===== config.mk =====
export PLATFORM = sky130hd
export DESIGN_NAME = sprint_gear_ctrl_flat
export DESIGN_NICKNAME = d
export VERILOG_FILES = /design/src/rtl/sprint_gear_ctrl_if.sv /design/src/rtl/sprint_gear_ctrl.sv /design/src/flat_wrapper.sv
export SDC_FILE = /design/constraint.sdc
export NUM_CORES = 1
export LEC_CHECK = 0
export CAP_MARGIN = 10
export CORE_MARGIN = 8
export CORE_UTILIZATION = 54
export DETAILED_ROUTE_END_ITERATION = 6
export GPL_ROUTABILITY_DRIVEN = 1
export MAX_ROUTING_LAYER = met4
export PLACE_DENSITY = 0.72
export SYNTH_ARGS = -nofsm -noshare
export SYNTH_HDL_FRONTEND = slang
export SYNTH_SLANG_ARGS = --single-unit

===== constraint.sdc =====
create_clock -name i_clk -period 5.8 [get_ports i_clk]
set_clock_uncertainty 0.15 [all_clocks]
set_input_delay 1.16 -clock i_clk [delete_from_list [all_inputs] [get_ports i_clk]]
set_output_delay 1.16 -clock i_clk [all_outputs]
set_load 0.02 [all_outputs]

===== src/rtl/sprint_gear_ctrl_if.sv =====
// Button inputs, gear outputs and shift pulses shared by the gear-shift
// controller and whatever drives it. Names are from the controller's side.
interface sprint_gear_ctrl_if;
   logic       i_clear;        // game-start clear, forces both players to gear index 0
   logic [1:0] i_up;           // raw gear-up buttons, bit = player
   logic [1:0] i_down;         // raw gear-down buttons, bit = player
   logic [3:0] o_gear_idx;     // [1:0] = P1, [3:2] = P2
   logic [1:0] o_gear1_n;      // active-low gear switch lines, bit = player
   logic [1:0] o_gear2_n;
   logic [1:0] o_gear3_n;
   logic [1:0] o_shift_pulse;  // one-cycle pulse per accepted shift

   // Stimulus / joystick-mapping side
   modport master (
      output i_clear, i_up, i_down,
      input  o_gear_idx, o_gear1_n, o_gear2_n, o_gear3_n, o_shift_pulse
   );

   // Gear controller side
   modport slave (
      input  i_clear, i_up, i_down,
      output o_gear_idx, o_gear1_n, o_gear2_n, o_gear3_n, o_shift_pulse
   );
endinterface


===== src/rtl/sprint_gear_ctrl.sv =====
// Two-player gear-shift controller: each player's raw up/down buttons are
// debounced, rising-edge detected and turned into a saturating 4-position
// gear register, with a post-shift holdoff and a synchronous game-start
// clear. The gear register drives the active-low gear1/2/3 switch lines.
module sprint_gear_ctrl #(
   parameter int DEBOUNCE_CYCLES = 16,   // 1..65535
   parameter int SHIFT_HOLDOFF   = 1024  // 0..65535, 0 disables holdoff
) (
   input  logic              i_clk,
   input  logic              i_reset_n,
   sprint_gear_ctrl_if.slave bus
);

   // Counter value at which a persistent raw difference is accepted
   localparam logic [15:0] DB_LAST  = 16'(DEBOUNCE_CYCLES - 1);
   // Holdoff load value after an accepted shift
   localparam logic [15:0] HOLD_LEN = 16'(SHIFT_HOLDOFF);

   logic [3:0] w_gear_idx;
   logic [1:0] w_gear1_n;
   logic [1:0] w_gear2_n;
   logic [1:0] w_gear3_n;
   logic [1:0] w_shift_pulse;

   genvar gi, gj;
   generate
      for (gi = 0; gi < 2; gi++) begin : g_player
         // Button index inside a player: 0 = up, 1 = down
         logic [1:0]  w_raw;
         logic [1:0]  w_rise;
         logic [1:0]  r_gear;
         logic [1:0]  w_gear_next;
         logic [15:0] r_hold;
         logic [15:0] w_hold_next;
         logic        r_pulse;
         logic        w_pulse_next;

         assign w_raw = {bus.i_down[gi], bus.i_up[gi]};

         for (gj = 0; gj < 2; gj++) begin : g_btn
            logic [15:0] r_cnt;
            logic        r_filt;
            logic        r_prev;

            // Debounce filter: follow raw only after it differs for DEBOUNCE_CYCLES
            // samples; prev keeps running during clear so held buttons never re-fire
            always_ff @(posedge i_clk or negedge i_reset_n) begin
               if (!i_reset_n) begin
                  r_cnt  <= '0;
                  r_filt <= 1'b0;
                  r_prev <= 1'b0;
               end else begin
                  r_prev <= r_filt;
                  if (w_raw[gj] == r_filt) begin
                     r_cnt <= '0;
                  end else if (r_cnt == DB_LAST) begin
                     r_filt <= w_raw[gj];
                     r_cnt  <= '0;
                  end else begin
                     r_cnt <= r_cnt + 16'd1;
                  end
               end
            end

            // Only rising filtered edges request a shift
            assign w_rise[gj] = r_filt & ~r_prev;
         end

         // Shift decision in priority order: clear, simultaneous up+down,
         // holdoff, then saturating up/down
         always_comb begin
            w_gear_next  = r_gear;
            w_pulse_next = 1'b0;
            w_hold_next  = (r_hold != 16'd0) ? (r_hold - 16'd1) : 16'd0;
            if (bus.i_clear) begin
               w_gear_next = 2'd0;
               w_hold_next = 16'd0;
            end else if (w_rise[0] && w_rise[1]) begin
               // conflicting requests cancel each other
            end else if (r_hold != 16'd0) begin
               // inside the post-shift window: edge dropped, not queued
            end else if (w_rise[0] && (r_gear != 2'd3)) begin
               w_gear_next  = r_gear + 2'd1;
               w_pulse_next = 1'b1;
               w_hold_next  = HOLD_LEN;
            end else if (w_rise[1] && (r_gear != 2'd0)) begin
               w_gear_next  = r_gear - 2'd1;
               w_pulse_next = 1'b1;
               w_hold_next  = HOLD_LEN;
            end
         end

         // Gear, holdoff and pulse registers
         always_ff @(posedge i_clk or negedge i_reset_n) begin
            if (!i_reset_n) begin
               r_gear  <= 2'd0;
               r_hold  <= 16'd0;
               r_pulse <= 1'b0;
            end else begin
               r_gear  <= w_gear_next;
               r_hold  <= w_hold_next;
               r_pulse <= w_pulse_next;
            end
         end

         // Switch decode straight from the gear register, no added latency
         assign w_gear_idx[2*gi +: 2] = r_gear;
         assign w_gear1_n[gi]         = (r_gear != 2'd0);
         assign w_gear2_n[gi]         = (r_gear != 2'd1);
         assign w_gear3_n[gi]         = (r_gear != 2'd2);
         assign w_shift_pulse[gi]     = r_pulse;
      end
   endgenerate

   assign bus.o_gear_idx    = w_gear_idx;
   assign bus.o_gear1_n     = w_gear1_n;
   assign bus.o_gear2_n     = w_gear2_n;
   assign bus.o_gear3_n     = w_gear3_n;
   assign bus.o_shift_pulse = w_shift_pulse;

endmodule


===== src/flat_wrapper.sv =====
// flat-port wrapper written by rule: the top's interface ports become plain ports
module sprint_gear_ctrl_flat 
#(
   parameter int DEBOUNCE_CYCLES = 16,              
   parameter int SHIFT_HOLDOFF   = 1024                                 
)
  (i_clk, i_reset_n, bus_i_clear, bus_i_up, bus_i_down, bus_o_gear_idx, bus_o_gear1_n, bus_o_gear2_n, bus_o_gear3_n, bus_o_shift_pulse);
  sprint_gear_ctrl_if bus_i ();
  input  logic i_clk;
  input  logic i_reset_n;
  input wire logic [$bits(bus_i.i_clear)-1:0] bus_i_clear;
  input wire logic [$bits(bus_i.i_up)-1:0] bus_i_up;
  input wire logic [$bits(bus_i.i_down)-1:0] bus_i_down;
  output wire logic [$bits(bus_i.o_gear_idx)-1:0] bus_o_gear_idx;
  output wire logic [$bits(bus_i.o_gear1_n)-1:0] bus_o_gear1_n;
  output wire logic [$bits(bus_i.o_gear2_n)-1:0] bus_o_gear2_n;
  output wire logic [$bits(bus_i.o_gear3_n)-1:0] bus_o_gear3_n;
  output wire logic [$bits(bus_i.o_shift_pulse)-1:0] bus_o_shift_pulse;
  assign bus_i.i_clear = bus_i_clear;
  assign bus_i.i_up = bus_i_up;
  assign bus_i.i_down = bus_i_down;
  assign bus_o_gear_idx = bus_i.o_gear_idx;
  assign bus_o_gear1_n = bus_i.o_gear1_n;
  assign bus_o_gear2_n = bus_i.o_gear2_n;
  assign bus_o_gear3_n = bus_i.o_gear3_n;
  assign bus_o_shift_pulse = bus_i.o_shift_pulse;
  sprint_gear_ctrl #(.DEBOUNCE_CYCLES(DEBOUNCE_CYCLES), .SHIFT_HOLDOFF(SHIFT_HOLDOFF)) u_core (.i_clk(i_clk), .i_reset_n(i_reset_n), .bus(bus_i));
endmodule

### Word-level counts from Yosys, hierarchy flattened

Cells that the tools add are included.
Widths: inputs -> output; s select.

* reductions and logical operators: 18
* add/sub/neg operators: 10
* bitwise gates (word level): 12
* muxes and demuxes: 40
* equality and inequality tests: 18

Operators by type and width (count)
* $mux 16: 20
* $add 16x1->16 const B: 4
* $eq 16x4->1 const B: 4
* $reduce_bool 16->1: 2
* $sub 16x1->16 const B: 2
* $mux 2: 10
* $ne 2x2->1 const B: 8
* $mux 1: 10
* $not 1->1: 8
* $reduce_and 2->1: 4
* $logic_and 1x1->1: 6
* $reduce_and 3->1: 2
* $reduce_bool 3->1: 2
* $add 2x1->2 const B: 2
* $and 1x1->1: 4
* $eq 1x1->1: 4
* $ne 2x1->1 const B: 2
* $reduce_bool 2->1: 2
* $sub 2x1->2 const B: 2

* register bits: 110
* output and inout bits: 12
* input port bits: 7

### Depth between registers and ports, before layout

* depth in word-level cells: 8
* gate-level depth with buffers: 8
* gate-level depth less buffers: 6

### Worst setup path before layout

No wires, ideal clock.

* kind: register to output
* start: register u_core.g_player[1].r_gear[0]
* end: output port bus_o_gear1_n[1]
* slack: 3535 ps
* data arrival time: 955 ps
* stages on the path, launching flop included: 4
* path through: dfrtp_1 -> inv_1 -> ha_1 -> inv_1

* cells in the longest elaborated chain, start to end: 1

RTL lines
* start: declaration: RTL line sprint_gear_ctrl.sv:31 `logic [1:0] r_gear;`
* start signal: assignment: RTL line sprint_gear_ctrl.sv:100 `r_gear <= w_gear_next;`
* $reduce_bool 2->1: RTL line sprint_gear_ctrl.sv:108 `assign w_gear1_n[gi] = (r_gear != 2'd0);`
* end: declaration: RTL line flat_wrapper.sv:15 `output wire logic [$bits(bus_i.o_gear1_n)-1:0] bus_o_gear1_n;`

No other way between the ends.

### Worst setup path after layout

Ends and elaborated chain as after synthesis.

==> impl_results.md <==
* Run status: completed
* Leakage Power at 2.49 nW
* Worst Path Arrival at 1.83 ns
* CP max-delay cell: clkdlybuf4s50_1
* Layout cells sized above 1 at 6.17%
* Largest net degree at the start of global routing at 65
* Synth area leaders: dfrtp_1 (50%), xnor2_1 (7.5%), nor2_1 (7.1%)
* Max_cap viols at 0
* Unrepaired setup endpoints after global routing: no
* Slew headroom at between 40% and 50%
* First-pass GRT wire length at 17000 µm
* Port bufs at 18
* Sw power at 750 µW
* Maximum vdd ir drop at 0.199 mV
* Largest stage delay, worst path at 0.61 ns
* Area taken by flip-flops and latches at 2750 µm²
* Grt ovf at 0
* Critical path endpoint: bus_o_gear1_n[1]
* Area of the multi-input gates at approximately 2500 µm²
* Cts bufs inserted at 9
* Fillers at 850
* Final Wtd Congestion at 0.828
* Most frequent cell after synthesis: dfrtp_1
* CP Cell Sequence: inv_1 -> ha_1 -> inv_1 -> clkdlybuf4s50_1
* Clk slew on worst S/H paths at 0.09 ns
* Die height at around 120 µm
* Crit path max fanout at 5
* Crit. Startpoint: u_core.g_player[1].r_gear[0]
* Asr flop ratio synth at 100%
* Worst skew pair latency at around 0.35 ns
* Critical path depth at 4
* Clk buf depth at 2
* EDFF count, synth at 0
* # setup viols final at 0
* CP endpoint kind: output port
* Max Clk Rate at 0.319 GHz
* Register bit total from synthesis at 110
* Yosys top cell area share at 50.4%
* Vias in the first global route at 3823
* Worst-margin pin slew at 0.866 ns
* Vias at ~3800
* Mapped Cells at 545
* Die area at 13600 µm²
* Post-synth top cells: dfrtp_1 (110), nor2_1 (103), xnor2_1 (47)
* DRT iter0 DRCs at 170
* WL/cell at 13.4 µm
* Final wirelength at 9400 µm
* Post-CTS setup buffers at 0
* Int Pwr at 1.39 mW
* Cell taking the most area after synthesis: dfrtp_1
* Reg power frac at 46.8%
* Reg2reg start: u_core.g_player[0].r_hold[6]
* Diodes inserted at 0
* Crit path max-delay family: buffers and inverters
* Final HPWL DP at 6580 µm
* Fin. max-slew vios at 0
* Primary FF master, synth: dfrtp_1
* Initial antenna violation count at 0
* DR pass1 iterations at 4
* Critical Path Start Type: flop
* Clock Tree Root: clkbuf_8
* CTS tree: built
* Final nets at between 500 and 600
* Die Width at 117 µm
* Layout area overhead at 8.90%
* Final Hold Vio Count at 0
* Setup Crit Path Kind: flop to output port
* Setup TNS at 0 ns
* Row cnt at 36
* Area of the core at 9820 µm²
* Synth warnings at 0
* DRC violations left at 0
* Sw Share at 35.0%
* Worst-case reg-to-reg path depth at 4
* Total GRT Usage at 15.8%
* Post-synthesis cell type count at 47
* CP required at 4.49 ns
* Hold Crit Class: flop to flop
* Avg Inst Size Synth at 10.0 µm²
* Final min period at 3.14 ns
* Most frequent CP cell: inv_1
* Comb pwr share at between 30% and 40%
* Flop-to-flop setup slack at roughly 3.5 ns
* Mapped Area at between 5000 and 6000 µm²
* Vias per inst at 5.44
* Post-CTS sizing at 0
* Htree depth at 3
* Cts-stage hold buffer count at 0
* ANT nets after route at 0
* Power Total at 2.14 mW
* Critical path buffers and inverters at 3
* Sequential area share after synthesis at 50.4%
* Post-synth net total at 568
* Period utilization at 54.1%
* I/O pin count at 19
* Clock group share of total power at 21.4%
* Clock tree sinks at between 100 and 150
* Initial core utilization at 55.7%
* Power per standard cell area at 360 nW/µm²
* R2R Path End: u_core.g_player[0].r_hold[10]
==> layout by cell type (no fill, tap or decap), drive strengths merged, types with 2 or more instances in the layout <==
master         Yosys  layout
xnor2             47      47
nand4b             6       6
mux2               8       8
clkinvlp           0       3
o31ai              3       3
nor3              16      16
clkdlybuf4s50      0      17
inv               29      29
or4b               3       3
o21ai              4       4
nor3b              4       4
or4                7       7
nand4             19      19
and3               8       8
clkbuf             6      11
dfrtp            110     110
a211oi             2       2
nor4              35      35
nand2b             3       3
ha                16      16
nand3b             2       2
or3                3       3
o41ai              3       3
nand2             21      21
xor2              32      32
nor2             103     103
and2               3       3
nand3             26      26
buf                7       2
a21oi             10      10
==> worst min-delay path by stage <==
stage,start,endpoint,slack (ns),depth (start not counted)
2_1_floorplan,u_core.g_player[0].g_btn[1].r_filt,u_core.g_player[0].g_btn[1].r_prev,0.26,0
3_3_place_gp,u_core.g_player[1].g_btn[1].r_filt,u_core.g_player[1].g_btn[1].r_prev,0.28,0
3_5_place_dp,u_core.g_player[1].g_btn[1].r_filt,u_core.g_player[1].g_btn[1].r_prev,0.28,0
4_1_cts,u_core.g_player[1].g_btn[1].r_filt,u_core.g_player[1].g_btn[1].r_prev,0.30,0
5_1_grt,u_core.g_player[1].g_btn[1].r_filt,u_core.g_player[1].g_btn[1].r_prev,0.34,0
6_report,u_core.g_player[1].g_btn[1].r_filt,u_core.g_player[1].g_btn[1].r_prev,0.30,0
==> through the flow <==
step           cell area (µm²)  hold slack, ns  utilization [%]  worst slack (ns)  cells
2_1_floorplan             5470           0.257                -              3.54    545
3_3_place_gp              5740           0.279             58.5              2.92    684
3_5_place_dp              5740           0.280             58.5              2.89    684
4_1_cts                   5950           0.303             60.6              2.62    700
5_1_grt                   5950           0.336             60.6              2.55    700
6_report                  5950           0.304             60.6              2.66    700
==> logic make-up (layout without fill, tap and decap cells) <==
logic type      Yosys count  in the layout  share of synthesized area (%)
fa+ha+maj                16             16                           3.66
flops                   110            110                           50.4
mux                       8              8                           1.65
compound gates           26             26                           3.11
buf+inv                  42             64                           3.34
simple gates            264            264                           25.2
xor+xnor                 79             79                           12.7
==> area by class of cell <==
type | count | area share [%]
multi-input cells | 393 | 42.5
well taps | 133 | 2.80
flip-flops and latches | 110 | 46.2
clock buffers | 11 | 2.54
inverters | 29 | 1.83
clock inverters | 5 | 0.967
repair buffers | 19 | 3.11
==> power groups by stage <==
stage	clock network, mW	logic, mW	registers [mW]
6_report	0.459	0.680	1.00
5_1_grt	0.511	0.770	1.02
4_1_cts	0.482	0.684	1.00
3_5_place_dp	0	0.675	1.01
3_3_place_gp	0	0.657	1.01
2_1_floorplan	0	0.547	0.991
==> flip-flops by register name (all words and copies together), names as in the netlist <==
signal,count
u_core.g_player.g_btn.r_cnt,64
u_core.g_player.r_hold,32
u_core.g_player.g_btn.r_filt,4
u_core.g_player.r_gear,4
u_core.g_player.r_pulse,2
u_core.g_player.g_btn.r_prev,4
==> metal layers <==
layer  GRT usage, %  vias to the layer above  wire length [µm]
li1               -                     1911                 -
met1           19.2                     1827              4430
met2           26.3                       60              4490
met3           3.46                        8               380
met4           4.44                        0               100
met5              -                        -                 0
No activity file was read; power rests on OpenSTA's default activity.
